$ cat config.mk
export PLATFORM = sky130hd
export DESIGN_NAME = tt_ran_sequencer
export DESIGN_NICKNAME = d
export VERILOG_FILES = /design/src/rtl/tt_ran_sequencer.sv
export SDC_FILE = /design/constraint.sdc
export NUM_CORES = 1
export LEC_CHECK = 0
export BUFFER_PORTS_ARGS = -buffer_cell sky130_fd_sc_hd__buf_4
export CORE_MARGIN = 8
export CORE_UTILIZATION = 51
export CTS_CLUSTER_DIAMETER = 30
export DETAILED_ROUTE_END_ITERATION = 8
export GPL_TIMING_DRIVEN = 0
export PLACE_DENSITY_LB_ADDON = 0.3
export SYNTH_ARGS = -nofsm -noshare
export SYNTH_HDL_FRONTEND = slang
export SYNTH_SLANG_ARGS = --single-unit
$ cat constraint.sdc
create_clock -name clk -period 1.48 [get_ports clk]
set_input_delay 0.296 -clock clk [delete_from_list [all_inputs] [get_ports clk]]
set_output_delay 0.296 -clock clk [all_outputs]
set_load 0.02 [all_outputs]
$ cat src/rtl/tt_ran_sequencer.sv
// TRNG sequencer: gates the ring, paces key sampling, runs a
// repetition-count health test and hands keys out over valid/ready.
//
// Ports:
//   clk            system clock (rising edge)
//   rst_n          synchronous reset, active low
//   start          level request to generate keys
//   key_in         sampled key, valid the cycle after sample
//   key_ready      consumer accepts key_out when key_valid
//   startring      ring-oscillator enable
//   sample         one-cycle sample strobe
//   key_out        captured key
//   key_valid      key_out holds an unconsumed key
//   busy           sequencer not idle
//   fault          sticky repetition health failure
//   keys_delivered completed handshakes, wraps mod 256
module tt_ran_sequencer #(
  parameter int WARMUP_CYCLES = 64,
  parameter int SAMPLE_DIV    = 16,
  parameter int REP_LIMIT     = 4
) (
  input  logic       clk,
  input  logic       rst_n,
  input  logic       start,
  input  logic [3:0] key_in,
  input  logic       key_ready,
  output logic       startring,
  output logic       sample,
  output logic [3:0] key_out,
  output logic       key_valid,
  output logic       busy,
  output logic       fault,
  output logic [7:0] keys_delivered
);

  localparam int CMAX =
    (WARMUP_CYCLES > SAMPLE_DIV) ?
    WARMUP_CYCLES : SAMPLE_DIV;
  localparam int CW =
    (CMAX > 1) ? $clog2(CMAX) : 1;
  localparam int RW = $clog2(REP_LIMIT + 1);

  localparam logic [CW-1:0] WU_LAST =
    CW'(WARMUP_CYCLES - 1);
  localparam logic [CW-1:0] SD_LAST =
    CW'(SAMPLE_DIV - 1);
  localparam logic [RW-1:0] REP_MAX =
    RW'(REP_LIMIT);

  typedef enum logic [2:0] {
    S_IDLE,
    S_WARMUP,
    S_SAMPLE,
    S_CAPTURE,
    S_HOLD,
    S_FAULT
  } state_e;

  state_e          state_q, state_d;
  logic [CW-1:0]   cnt_q, cnt_d;
  logic [RW-1:0]   rep_q, rep_d;
  logic [RW-1:0]   rep_new;
  logic [3:0]      prev_q, prev_d;
  logic            hasp_q, hasp_d;
  logic [3:0]      key_q, key_d;
  logic [7:0]      kd_q, kd_d;

  always_ff @(posedge clk) begin
    if (!rst_n) begin
      state_q <= S_IDLE;
      cnt_q   <= '0;
      rep_q   <= '0;
      prev_q  <= '0;
      hasp_q  <= 1'b0;
      key_q   <= '0;
      kd_q    <= '0;
    end else begin
      state_q <= state_d;
      cnt_q   <= cnt_d;
      rep_q   <= rep_d;
      prev_q  <= prev_d;
      hasp_q  <= hasp_d;
      key_q   <= key_d;
      kd_q    <= kd_d;
    end
  end

  // Run length including the key being captured now.
  // Never exceeds REP_LIMIT, since hitting it halts.
  always_comb begin
    rep_new = RW'(1);
    if (hasp_q && (key_in == prev_q)) begin
      rep_new = rep_q + RW'(1);
    end
  end

  always_comb begin
    state_d = state_q;
    cnt_d   = cnt_q;
    rep_d   = rep_q;
    prev_d  = prev_q;
    hasp_d  = hasp_q;
    key_d   = key_q;
    kd_d    = kd_q;
    unique case (state_q)
      S_IDLE: begin
        if (start) begin
          state_d = S_WARMUP;
          cnt_d   = '0;
          hasp_d  = 1'b0;
          rep_d   = '0;
        end
      end
      S_WARMUP: begin
        if (!start) begin
          state_d = S_IDLE;
        end else if (cnt_q == WU_LAST) begin
          state_d = S_SAMPLE;
          cnt_d   = '0;
        end else begin
          cnt_d = cnt_q + CW'(1);
        end
      end
      S_SAMPLE: begin
        if (!start) begin
          state_d = S_IDLE;
        end else if (cnt_q == SD_LAST) begin
          state_d = S_CAPTURE;
        end else begin
          cnt_d = cnt_q + CW'(1);
        end
      end
      S_CAPTURE: begin
        rep_d  = rep_new;
        prev_d = key_in;
        hasp_d = 1'b1;
        if (rep_new == REP_MAX) begin
          state_d = S_FAULT;
        end else begin
          key_d   = key_in;
          state_d = S_HOLD;
        end
      end
      S_HOLD: begin
        if (key_ready) begin
          kd_d = kd_q + 8'd1;
          if (start) begin
            state_d = S_SAMPLE;
            cnt_d   = '0;
          end else begin
            state_d = S_IDLE;
          end
        end
      end
      S_FAULT: begin
        if (!start) begin
          state_d = S_IDLE;
        end
      end
      default: begin
        state_d = S_IDLE;
      end
    endcase
  end

  // A start drop in the last sample slot suppresses
  // the strobe, matching the abort to IDLE.
  assign sample = (state_q == S_SAMPLE) &&
                  (cnt_q == SD_LAST) && start;

  assign startring = (state_q == S_WARMUP)  ||
                     (state_q == S_SAMPLE)  ||
                     (state_q == S_CAPTURE) ||
                     (state_q == S_HOLD);

  assign key_valid      = (state_q == S_HOLD);
  assign busy           = (state_q != S_IDLE);
  assign fault          = (state_q == S_FAULT);
  assign key_out        = key_q;
  assign keys_delivered = kd_q;

endmodule
---- After elaboration in Yosys (flattened, before gate mapping) ----
Cells that the tools add are included.
operators by class
  $add $sub $neg .......................... 3
  eq/ne operators ......................... 17
  mux-type cells .......................... 22
  bitwise operators ....................... 1
  reduce and logical (&&, ||, !) cells .... 15
operator list
  kind                 count
  $mux 6               6
  $mux 3               9
  $pmux 6 s4           1
  $pmux 3 s6           1
  $ne 2x2->1 const B   6
  $reduce_and 5->1     2
  $eq 3x3->1 const B   3
  $add 8x1->8 const B  1
  $add 6x1->6 const B  1
  $eq 3x2->1 const B   2
  $eq 6x4->1 const B   1
  $eq 6x6->1 const B   1
  $ne 3x3->1 const B   2
  $pmux 3 s2           1
  $reduce_and 2->1     3
  $eq 4x4->1           1
  $reduce_bool 4->1    1
  $add 3x1->3 const B  1
  $eq 3x1->1 const B   1
  $logic_and 1x1->1    3
  $logic_not 3->1      1
  $logic_or 1x1->1     3
  $reduce_bool 3->1    1
  $mux 1               2
  4 further kinds      4
word-level totals
  register bits after elaboration ......... 29
  bits of input ports ..................... 8
  output and inout bits ................... 17
  logic and storage cells ................. 65

---- Depth between registers and ports, before layout ----
  depth in word-level cells ............... 6
  gate-level depth with buffers ........... 6

---- Worst setup path before layout ----
OpenSTA, ideal clock, no wires.
  path kind ............................... flip-flop to output port
  start ................................... register cnt_q[0]
  end ..................................... output sample
  data arrival time ....................... 1,322 ps
  data required time ...................... 1,184 ps
  path slack .............................. -138 ps
  stages on the path, launching flop included .. 5
  path buffers ............................ 0
  cell sequence ........................... dfxtp_1 > ha_1 > and3_1 > nand4_1 > nor2_1
between the ends
  word-level cells in the longest chain between the ends .. 3
ends and longest elaborated chain
  what                    line  text
  from (decl)             60    logic [CW-1:0] cnt_q, cnt_d;
  from (signal assigned)  79    cnt_q <= cnt_d;
  $eq 6x4->1              169   (cnt_q == SD_LAST) && start;
  $logic_and 1x1->1       168   assign sample = (state_q == S_SAMPLE) &&
  $logic_and 1x1->1       169
  to (decl)               28    output logic sample,
No other way between the ends.

---- Worst setup path after layout ----
  start ................................... register state_q[2]
  end ..................................... output busy
between the ends
  word-level cells in the longest chain between the ends .. 1
ends and longest elaborated chain
  what                    line  text
  from (decl)             59    state_e state_q, state_d;
  from (signal assigned)  78    state_q <= state_d;
  $reduce_bool 3->1       177   assign busy = (state_q != S_IDLE);
  to (decl)               31    output logic busy,
No other way between the ends.

==> results.md <==
## Final layout
• 44.8% — layout cells sized above 1
• 52.0% — signed area change from the synthesized netlist to the final layout
• 262 — NumNets Final
• buf_4, dfxtp_1, buf_6, nand2_1 — top library cells by usage in the layout, fill and taps aside
• 0 — Inserted Diodes
• 298 — non-filler cells in the finished layout
• buf_4 — most frequent standard cell in the layout excluding fill and tap cells

## Die
• 3260 µm² — placeable core area
• 73.7 µm — Die Span X
• 21 — cell row count
• 73.7 µm — Die Y-Extent
• 25 — Top-Level Pins
• 52.2% — effective utilization at floorplan
• 5430 µm² — Die Footprint

## STA
• 25 — # setup viols final
• 118% — ratio of final minimum period to clock period
• yes — unrepaired setup endpoints after global routing
• 0 — Final Max Tran Viols
• -0.267 ns — minimum setup slack in the final design
• 69.4% — worst rel slew slack
• 0 — final count of hold timing violations
• 1.75 ns — time the worst path needs with I/O delays and setup
• 0.572 GHz — Fmax
• -3.05 ns — Sum Neg Setup Slack
• 0.458 ns — transition at the pin with the smallest max-transition slack
• 0.0158 ns — Worst Clk Skew

## Power and ir drop
• 1.84 mW — overall power after layout
• 1.10 nW — Leakage
• 0.748 mV — VDD IR max
• 712 nW/µm² — power per cell area

## Yosys
• 9.04 µm² — average cell area after synthesis
• 0 — count of flip-flops with a built-in enable after synthesis
• 199 — net count of the mapped netlist
• 34.2% — sequential element share of the synthesized area
• 188 — number of instances in the synthesized netlist
• 1700 µm² — combined area of all synthesized cells
• 0% — proportion of register bits with asynchronous set or reset after synthesis
• dfxtp_1 — Primary FF master, synth
• 29 — total of flip-flops plus latches after synthesis
• 52 — number of distinct library cell variants in the gate-level netlist after synthesis
• 0 — total of warnings raised by yosys

## Routing
• 5.71 — Vias/cell
• 18.1 µm — WL per Instance
• 0 — post-route DRC violation count
• 5390 µm — total routed wirelength
• 0 — number of nets with antenna violations after detailed routing
• 1703 — number of vias in the routed layout
• 191 — number of design-rule violations left by the first detailed-router iteration
• 4 — number of detailed-route iterations in the first pass

## Placement
• 257 — number of placed instances with taps included
• 2830 µm — detailed placer's ending HPWL
• 23 — I/O Buffers
• 0.843 — routability congestion estimate from global placement

## Status
• complete, but fails checks — result of the run
• setup timing — failing checks

## Critical path
• buf_6 — Critical Path Most Common Cell
• dfxtp_4 — Max stage delay cell, worst path
• buffers and inverters — cell family contributing the most delay on the critical path
• 1.45 ns — crit path DAT
• 1.18 ns — critical path required time
• 3 — Buffers & Inverters on Critical Path
• buf_8 > buf_6 > or3_4 > buf_6 — ordered list of cells on the worst path
• output pin — CP Capture Type
• register — category of the worst setup path launch point
• 0.37 ns — CP peak stage delay
• 4 — largest fanout on the critical path
• reg -> out — classification of the worst setup path

## Global routing
• 8410 µm — wire length of the first global-routing pass
• 20.2% — combined global-route utilization of all metal layers
• 0 — number of antenna violations at the first check in global routing
• 11 — largest net degree at the start of global routing
• 1763 — via count of the first global-routing pass
• 0 — overall overflow remaining after global route

## Clock network
• 0.10 ns — clock-pin slew on the worst setup and hold paths
• done — CTS tree
• 29 — clock sinks
• 2 — number of buffers between clock root and the deepest sink
• 5 — number of buffers created by CTS
• 2 — # H-tree levels
• 0.34 ns — clock network latency to the later pin of the worst-skew pair
• clkbuf_4 — root buffer cell

## Flow run
• 0 — number of max-cap violations

## Worst hold path
• in -> reg — path class of the lowest-slack min-delay path

## cell usage after synthesis (2+ instances only)
cell type,instances,area share [%]
inv_1,2,0.44
and2_1,9,3.3
nand2b_1,2,0.74
nor4_1,2,0.74
nand3b_1,2,0.88
a21oi_1,6,1.8
mux2i_1,9,5.3
clkbuf_1,3,0.66
buf_2,4,1.2
nand3_1,5,1.5
nor3_1,4,1.2
xor2_1,5,2.6
dfxtp_1,29,34
nor2_1,7,1.5
o21ai_0,8,2.4
buf_6,3,2.0
ha_1,3,2.2
nand2_1,17,3.8
nor2b_1,9,3.3
xnor2_1,10,5.2
nor3b_1,3,1.3
o2111ai_1,2,1.0
a21o_1,3,1.3
or3_1,2,0.74
and3_1,5,1.8
a21boi_0,3,1.3
nand4_1,6,2.2
## cell type report
type                    instances  area, µm²
clock buffers                   7       55.1
flip-flops and latches         29        594
well taps                      46       57.6
multi-input cells             146       1250
plain buffers                  10       91.3
repair buffers                 57        492
fillers                       220        676
clock inverters                 1       30.0
inverters                       2       7.51
## kinds of logic (layout without fill, tap and decap cells)
family | after synthesis | after routing | synth area share [%]
AND/OR/NAND/NOR | 83 | 83 | 30.0
multiplexers | 9 | 9 | 5.30
flip-flops | 29 | 29 | 34.2
XOR/XNOR | 15 | 15 | 7.73
buffers and inverters | 13 | 77 | 4.71
AO/OA/AOI/OAI | 36 | 36 | 15.9
adder cells (fa/ha/maj) | 3 | 3 | 2.21
## timing repair
action | 4_1_cts | 5_1_grt
setup endpoints to repair | 21 | 29
buffers inserted | 29 | 5
gates cloned | 1 | 0
pin swaps | 22 | 17
gates resized for setup | 53 | 23
hold buffers | 0 | 0
## registers in the layout, summed over array words and instances, names as in the netlist
name / cells
state_q: 3
key_out: 4
keys_delivered: 8
prev_q: 4
cnt_q: 6
rep_q: 3
hasp_q: 1
## report_power, final
group	leakage (nW)	switching (mW)	total, mW	internal [mW]
logic	0.817	0.181	0.350	0.168
clock network	0.0455	0.294	0.697	0.403
registers	0.237	0.00840	0.793	0.784
## tightest hold or removal path: cells and delay by family
| kind | cells | cell delay (ns) |
|---|---|---|
| buffers and inverters | 1 | 0.12 |
| AND/OR/NAND/NOR | 1 | 0.05 |
| multiplexers | 1 | 0.06 |
## path summary, 6_finish.rpt
path | from | slack (ns) | depth (start not counted) | end
setup / recovery | state_q[2] | -0.27 | 4 | busy
hold / removal | key_in[2] | 0.24 | 3 | key_out[2]
setup reg to reg | state_q[1] | -0.15 | 7 | cnt_q[3]
hold reg to reg | key_out[2] | 0.46 | 2 | key_out[2]
## metal layers
layer | share of wire (%) | vias to the layer above | GRT usage, %
met3 | 6.0 | 26 | 5.46
met4 | 4.2 | 0 | 12.0
met5 | 0 | - | 0
met1 | 41 | 789 | 21.8
li1 | - | 806 | -
met2 | 49 | 82 | 34.4
## metrics by stage
| step | cell area, µm² | setup slack [ns] | utilization, % | hold slack (ns) |
|---|---|---|---|---|
| after global placement | 1950 | -0.178 | 59.9 | 0.448 |
| final | 2580 | -0.267 | 79.3 | 0.239 |
| after CTS | 2470 | -0.243 | 75.9 | 0.227 |
| after floorplan | 1720 | -0.00359 | - | 0.438 |
| after global routing | 2580 | -0.333 | 79.3 | 0.239 |
| after detailed placement | 1950 | -0.259 | 59.9 | 0.452 |
(Power assumes the default switching activity.)
